--- src/rtl/kmeans_stream_cluster.sv ---
// Streaming 2-D k-means engine. It loads a point set, then runs Lloyd assign/update
// iterations until every centroid moves at most the threshold or MAX_ITER is reached.
module kmeans_stream_cluster #(
    parameter int N_MAX    = 16,
    parameter int K        = 2,
    parameter int Q        = 32,
    parameter int MAX_ITER = 8,
    parameter int IW       = $clog2(MAX_ITER + 1)
) (
    input  logic                       clk,
    input  logic                       rst,
    input  logic                       start,
    input  logic [$clog2(N_MAX+1)-1:0] num_points,
    input  logic [Q-1:0]               threshold,
    input  logic                       pt_valid,
    output logic                       pt_ready,
    input  logic [Q-1:0]               pt_x,
    input  logic [Q-1:0]               pt_y,
    output logic                       busy,
    output logic                       done,
    output logic                       converged,
    output logic [IW-1:0]              iter_count,
    output logic [K*Q-1:0]             centroid_x,
    output logic [K*Q-1:0]             centroid_y
);
    localparam int NW = $clog2(N_MAX + 1);
    localparam int AW = $clog2(N_MAX);
    localparam int SW = Q + $clog2(N_MAX);
    localparam int KW = (K > 1) ? $clog2(K) : 1;
    localparam int DW = $clog2(Q + 1);

    typedef enum logic [2:0] {IDLE, LOAD, INIT, ASSIGN, UPDATE, CHECK, DONE} state_t;
    state_t state_q, state_d;

    logic [NW-1:0] np_q, idx_q;
    logic [Q-1:0]  thr_q, mm_q;
    logic [KW-1:0] k_q;
    logic [DW-1:0] dc_q;
    logic [IW-1:0] iter_q;
    logic          conv_q;
    logic [Q-1:0]  cx_q [K];
    logic [Q-1:0]  cy_q [K];
    logic [Q-1:0]  shx_q [K];
    logic [Q-1:0]  shy_q [K];
    logic [Q-1:0]  slot_x_q [N_MAX];
    logic [Q-1:0]  slot_y_q [N_MAX];
    logic [SW-1:0] sum_x_q [K];
    logic [SW-1:0] sum_y_q [K];
    logic [NW-1:0] cnt_q [K];
    logic [NW-1:0] rem_x_q, rem_y_q;
    logic [Q-1:0]  dvd_x_q, dvd_y_q;

    function automatic logic [Q-1:0] absdiff(input logic [Q-1:0] a, input logic [Q-1:0] b);
        absdiff = (a > b) ? a - b : b - a;
    endfunction

    // One restoring step: shift the next dividend bit into the remainder; the quotient
    // bits fill the dividend register from the bottom as it empties.
    function automatic logic [NW+Q-1:0] div_step(input logic [NW-1:0] rem, input logic [Q-1:0] dvd,
                                                 input logic [NW-1:0] den);
        logic [NW:0] trial;
        trial = {rem, dvd[Q-1]};
        if (trial >= {1'b0, den}) div_step = {NW'(trial - {1'b0, den}), dvd[Q-2:0], 1'b1};
        else                      div_step = {trial[NW-1:0], dvd[Q-2:0], 1'b0};
    endfunction

    logic [NW-1:0]   np_last;
    logic            size_ok, last_div;
    logic [Q-1:0]    px, py;
    logic [KW-1:0]   best;
    logic [Q:0]      best_dist, cur_dist;
    logic [NW+Q-1:0] step_x, step_y;
    logic [Q-1:0]    nx, ny, mv;

    assign np_last  = np_q - NW'(1);
    assign size_ok  = (num_points >= NW'(K)) && (num_points <= NW'(N_MAX));
    assign last_div = (dc_q == DW'(Q));
    assign px       = slot_x_q[idx_q[AW-1:0]];
    assign py       = slot_y_q[idx_q[AW-1:0]];
    assign step_x   = div_step(rem_x_q, dvd_x_q, cnt_q[k_q]);
    assign step_y   = div_step(rem_y_q, dvd_y_q, cnt_q[k_q]);

    always_comb begin
        best      = '0;
        best_dist = {1'b0, absdiff(px, cx_q[0])} + {1'b0, absdiff(py, cy_q[0])};
        cur_dist  = best_dist;
        for (int k = 1; k < K; k++) begin
            cur_dist = {1'b0, absdiff(px, cx_q[k])} + {1'b0, absdiff(py, cy_q[k])};
            if (cur_dist < best_dist) begin
                best_dist = cur_dist;
                best      = KW'(k);
            end
        end
    end

    // An empty cluster keeps its centroid and contributes no movement.
    always_comb begin
        nx = cx_q[k_q];
        ny = cy_q[k_q];
        if (cnt_q[k_q] != '0) begin
            nx = step_x[Q-1:0];
            ny = step_y[Q-1:0];
        end
        mv = (absdiff(nx, cx_q[k_q]) > absdiff(ny, cy_q[k_q])) ? absdiff(nx, cx_q[k_q])
                                                                : absdiff(ny, cy_q[k_q]);
    end

    always_ff @(posedge clk or posedge rst) begin
        if (rst) state_q <= IDLE;
        else     state_q <= state_d;
    end

    always_comb begin
        state_d  = state_q;
        pt_ready = 1'b0;
        busy     = 1'b1;
        done     = 1'b0;
        case (state_q)
            IDLE: begin
                busy = 1'b0;
                if (start) state_d = size_ok ? LOAD : DONE;
            end
            LOAD: begin
                pt_ready = 1'b1;
                if (pt_valid && idx_q == np_last) state_d = INIT;
            end
            INIT:   state_d = ASSIGN;
            ASSIGN: if (idx_q == np_last) state_d = UPDATE;
            UPDATE: if (last_div && k_q == KW'(K - 1)) state_d = CHECK;
            CHECK: begin
                if (mm_q <= thr_q || IW'(iter_q + IW'(1)) == IW'(MAX_ITER)) state_d = DONE;
                else                                                        state_d = ASSIGN;
            end
            DONE: done = 1'b1;
            default: state_d = IDLE;
        endcase
        if (state_q == DONE) state_d = IDLE;
    end

    always_ff @(posedge clk or posedge rst) begin
        if (rst) begin
            np_q   <= '0;
            thr_q  <= '0;
            idx_q  <= '0;
            k_q    <= '0;
            dc_q   <= '0;
            iter_q <= '0;
            conv_q <= 1'b0;
            for (int k = 0; k < K; k++) begin
                cx_q[k] <= '0;
                cy_q[k] <= '0;
            end
        end else begin
            case (state_q)
                IDLE: if (start) begin
                    np_q   <= num_points;
                    thr_q  <= threshold;
                    iter_q <= '0;
                    conv_q <= 1'b0;
                    idx_q  <= '0;
                end
                LOAD: if (pt_valid) idx_q <= (idx_q == np_last) ? '0 : idx_q + NW'(1);
                INIT: begin
                    for (int k = 0; k < K; k++) begin
                        cx_q[k] <= slot_x_q[AW'(k)];
                        cy_q[k] <= slot_y_q[AW'(k)];
                    end
                    idx_q <= '0;
                end
                ASSIGN: begin
                    idx_q <= (idx_q == np_last) ? '0 : idx_q + NW'(1);
                    k_q   <= '0;
                    dc_q  <= '0;
                end
                UPDATE: begin
                    dc_q <= last_div ? '0 : dc_q + DW'(1);
                    if (last_div) k_q <= (k_q == KW'(K - 1)) ? '0 : k_q + KW'(1);
                end
                CHECK: begin
                    for (int k = 0; k < K; k++) begin
                        cx_q[k] <= shx_q[k];
                        cy_q[k] <= shy_q[k];
                    end
                    iter_q <= iter_q + IW'(1);
                    conv_q <= (mm_q <= thr_q);
                    idx_q  <= '0;
                end
                default: ;
            endcase
        end
    end

    always_ff @(posedge clk) begin
        case (state_q)
            LOAD: if (pt_valid) begin
                slot_x_q[idx_q[AW-1:0]] <= pt_x;
                slot_y_q[idx_q[AW-1:0]] <= pt_y;
            end
            INIT, CHECK: for (int k = 0; k < K; k++) begin
                sum_x_q[k] <= '0;
                sum_y_q[k] <= '0;
                cnt_q[k]   <= '0;
            end
            ASSIGN: begin
                sum_x_q[best] <= sum_x_q[best] + SW'(px);
                sum_y_q[best] <= sum_y_q[best] + SW'(py);
                cnt_q[best]   <= cnt_q[best] + NW'(1);
            end
            UPDATE: begin
                // The mean fits in Q bits, so the bits above Q seed the remainder.
                if (dc_q == '0) begin
                    rem_x_q <= NW'(sum_x_q[k_q][SW-1:Q]);
                    rem_y_q <= NW'(sum_y_q[k_q][SW-1:Q]);
                    dvd_x_q <= sum_x_q[k_q][Q-1:0];
                    dvd_y_q <= sum_y_q[k_q][Q-1:0];
                end else begin
                    {rem_x_q, dvd_x_q} <= step_x;
                    {rem_y_q, dvd_y_q} <= step_y;
                    if (last_div) begin
                        shx_q[k_q] <= nx;
                        shy_q[k_q] <= ny;
                        mm_q       <= (k_q == '0 || mv > mm_q) ? mv : mm_q;
                    end
                end
            end
            default: ;
        endcase
    end

    always_comb begin
        centroid_x = '0;
        centroid_y = '0;
        for (int k = 0; k < K; k++) begin
            centroid_x[k*Q +: Q] = cx_q[k];
            centroid_y[k*Q +: Q] = cy_q[k];
        end
    end

    assign converged  = conv_q;
    assign iter_count = iter_q;

endmodule

--- config.mk ---
export PLATFORM = sky130hd
export DESIGN_NAME = kmeans_stream_cluster
export DESIGN_NICKNAME = d
export VERILOG_FILES = /design/src/rtl/kmeans_stream_cluster.sv
export SDC_FILE = /design/constraint.sdc
export NUM_CORES = 2
export LEC_CHECK = 0
export BUFFER_PORTS_ARGS = -buffer_cell sky130_fd_sc_hd__buf_2
export CORE_MARGIN = 3
export CORE_UTILIZATION = 50
export CTS_CLUSTER_SIZE = 10
export DETAILED_ROUTE_END_ITERATION = 12
export PLACE_DENSITY_LB_ADDON = 0.3
export SLEW_MARGIN = 10
export SYNTH_ARGS = -nofsm -noshare
export SYNTH_HDL_FRONTEND = slang
export SYNTH_SLANG_ARGS = --single-unit
--- constraint.sdc ---
create_clock -name clk -period 14.8 [get_ports clk]
set_input_delay 2.96 -clock clk [delete_from_list [all_inputs] [get_ports clk]]
set_output_delay 2.96 -clock clk [all_outputs]
set_load 0.02 [all_outputs]
==> flow_summary_export.csv <==
group,metric,value,unit
clock_network,cts_tree,"built",
floorplanning,die_w,438.7,um
global_routing,first_global_vias,65901,
floorplanning,start_util,0.5037,
flow_run,cap_violations,0,
detailed_routing,antenna_left,0,
finish,layout_common_cells,"edfxtp_1, ha_1, a21oi_1",
global_routing,grt_pass1_wl,463900,um
floorplanning,die_y,438.7,um
clock_network,htree_num_levels,4,
clock_network,cts_buffer_depth,3,
worst_setup_path,critical_path_class,"flip-flop to flip-flop",
worst_setup_path,end_kind,"flip-flop",
sta,final-hold-violation-count,0,
floorplanning,core_area,185800,um^2
yosys,synth_edf_count,1412,
sta,period_minus_slack,13.75,ns
sta,finalCritPeriodShare,0.9292,
yosys,ys.warnings.count,0,
detailed_routing,drt-initial-drc-count,8433,
yosys,yosysSeqAreaShare,0.5024,
detailed_routing,drc,0,
global_routing,antenna_found_initial,17,
sta,setup_viol,0,
floorplanning,num_rows,158,
clock_network,holdBufCountCts,0,
clock_network,numClockSinks,1597,
sta,rsz0062_at_grt,"false",
yosys,netlist_instances,7901,
finish,nets,8852,
detailed_routing,post_drt_wl_per_cell,30.23,um
clock_network,path_clk_slew,0.06,ns
sta,fin_worst_skew,0.06708,ns
finish,drive_gt1_frac,0.1351,
sta,tightest_slew,1.232,ns
worst_setup_path,worstPathMaxFanout,34,
sta,slew_headroom,0.1769,
worst_setup_path,start_kind,"flip-flop",
worst_setup_path,slowest_stage,"dfrtp_4",
yosys,synth_nets,8677,
clock_network,cts_root_buf,"clkbuf_16",
sta,tns,0,ns
place,place_hpwl,239800,um
detailed_routing,vias_per_cell,6.382,
finish,multi_input_area,43210,um^2
global_routing,grt_max_degree,110,
finish,final_common_cell,"edfxtp_1",
place,io_buffers,240,
worst_setup_path,worstPathRequired,15.34,ns
detailed_routing,vias,68392,
sta,drv_slew,0,
finish,regArea,47050,um^2
global_routing,gr-usage-all-layers,0.3318,
detailed_routing,drt_first_pass_iters,5,
worst_hold_path,hold_path_class,"flip-flop to flip-flop",
floorplanning,ioPinCount,241,
sta,max_freq,72.72,MHz
finish,fill_cells,15360,
place,gp_congestion,0.9943,
yosys,syn-cell-area,93610,um^2
yosys,synthFlopType,"edfxtp_1",
worst_setup_path,slowest_delay,0.78,ns
floorplanning,die-area,192400,um^2
status,outcome,"completed",
yosys,ys_types,97,
worst_setup_path,critPathBufInv,5,
clock_network,cts_buffers,185,
worst_setup_path,worstPathArrival,14.29,ns
yosys,postSynthAreaPerCell,11.85,um^2
clock_network,clk_latency,0.88,ns
detailed_routing,drt_wl_total,324000,um
yosys,synth_seq_cells,1597,
finish,syn_to_final_growth,10.60,%
yosys,async_reset_ff_frac,0.1158,
global_routing,grt_overflow,0,
worst_setup_path,crit_family,"compound AO/OA/AOI/OAI gates",
==> logic make-up after synthesis <==
group,count (synthesis),synth area share
buf+inv,926,0.03848
xor+xnor,311,0.02910
simple gates,1632,0.07937
mux,758,0.1253
flops,1597,0.5024
fa+ha+maj,671,0.09113
compound gates,2006,0.1341
==> cell type report <==
class,count,share of cell area
Multi-Input combinational cell,5378,0.4174
Sequential cell,1597,0.4545
Timing Repair Buffer,367,0.02250
Tap cell,2480,0.02997
Antenna cell,5,0.0001209
Clock inverter,31,0.005644
Inverter,547,0.01991
Clock buffer,311,0.04999
==> Yosys cell counts, types with 9 or more instances <==
cell	instances	area, um^2
a2111oi_0	18	157.7
a211o_1	13	113.9
a211oi_1	50	375.4
a21boi_0	16	120.1
a21o_1	292	2192
a21oi_1	622	3113
a221o_1	10	100.1
a221oi_1	21	183.9
a31oi_1	54	337.8
and2_1	30	187.7
and3_1	37	231.5
and4_1	14	122.6
buf_1	49	183.9
buf_2	62	310.3
clkbuf_1	258	968.4
dfrtp_1	185	4629
edfxtp_1	1412	42400
fa_1	18	360.4
ha_1	653	8170
inv_1	547	2053
mux2_2	105	1182
mux2i_1	331	3313
mux4_2	320	7207
nand2_1	461	1730
nand2b_1	40	250.2
nand3_1	91	455.4
nand4_1	105	656.9
nor2_1	600	2252
nor2b_1	56	350.3
nor3_1	98	490.5
nor4_1	18	112.6
o211ai_1	48	360.4
o21a_1	80	600.6
o21ai_0	483	2417
o21bai_1	102	765.7
o221ai_1	10	87.58
o22ai_1	15	93.84
o311ai_0	9	78.83
o31a_1	14	122.6
o31ai_1	33	247.7
or2_2	21	131.4
or3_1	24	150.1
xnor2_1	195	1708
xor2_1	116	1016
==> final timing paths <==
check                             start        endpoint  slack, ns  depth (start not counted)
max                            idx_q[0]  sum_y_q[1][24]       1.05                         45
min                        shx_q[0][12]  centroid_x[12]       0.42                          2
max reg2reg                    idx_q[0]  sum_y_q[1][24]       1.05                         45
min reg2reg                shx_q[0][12]  centroid_x[12]       0.42                          2
max in group asynchronous           rst  centroid_y[59]      10.97                          4
min in group asynchronous           rst       thr_q[31]       2.16                          2
==> worst min-delay path, delay by kind of cell (launching register included) <==
| family | cells | cell delay [ns] |
|---|---|---|
| AND/OR/NAND/NOR | 1 | 0.04 |
| AO/OA/AOI/OAI | 1 | 0.06 |
| flip-flops | 1 | 0.32 |
==> sequential cells by signal (all words and copies together), names as in the netlist, 64 cells and up <==
register	cells
centroid_y	64
sum_y_q	72
slot_y_q	512
slot_x_q	512
shy_q	64
sum_x_q	72
shx_q	64
centroid_x	64
==> per-layer routing <==
metal | vias to the layer above | part of all wire | routed length (um) | track usage
met1 | 34299 | 0.41 | 132300 | 0.4634
met5 | - | 0.00014 | 46 | 0
met4 | 6 | 0.047 | 15210 | 0.1364
met2 | 3576 | 0.44 | 141300 | 0.4924
met3 | 520 | 0.11 | 35080 | 0.08779
li1 | 29991 | - | - | -
==> through the flow <==
step / instance area [um^2] / setup WS (ns) / cells / hold WS (ns) / utilization
after floorplan: 93610 / 1.995 / 7901 / 0.4260 / -
after global placement: 97730 / 1.115 / 10368 / 0.4292 / 0.5259
after detailed placement: 97730 / 1.084 / 10368 / 0.4370 / 0.5259
after CTS: 103500 / 1.019 / 10710 / 0.4222 / 0.5569
after global routing: 103500 / 0.1871 / 10711 / 0.4523 / 0.5570
final: 103500 / 1.048 / 10716 / 0.4246 / 0.5571
==> what timing repair did <==
action,CTS,global route
gates resized for setup,0,0
hold endpoints to repair,0,0
setup endpoints to repair,0,6
buffers inserted,0,1
Power is left out: the tool's default activity adds up to more than one toggle a clock period on the data nets, which glitch-free logic cannot reach.
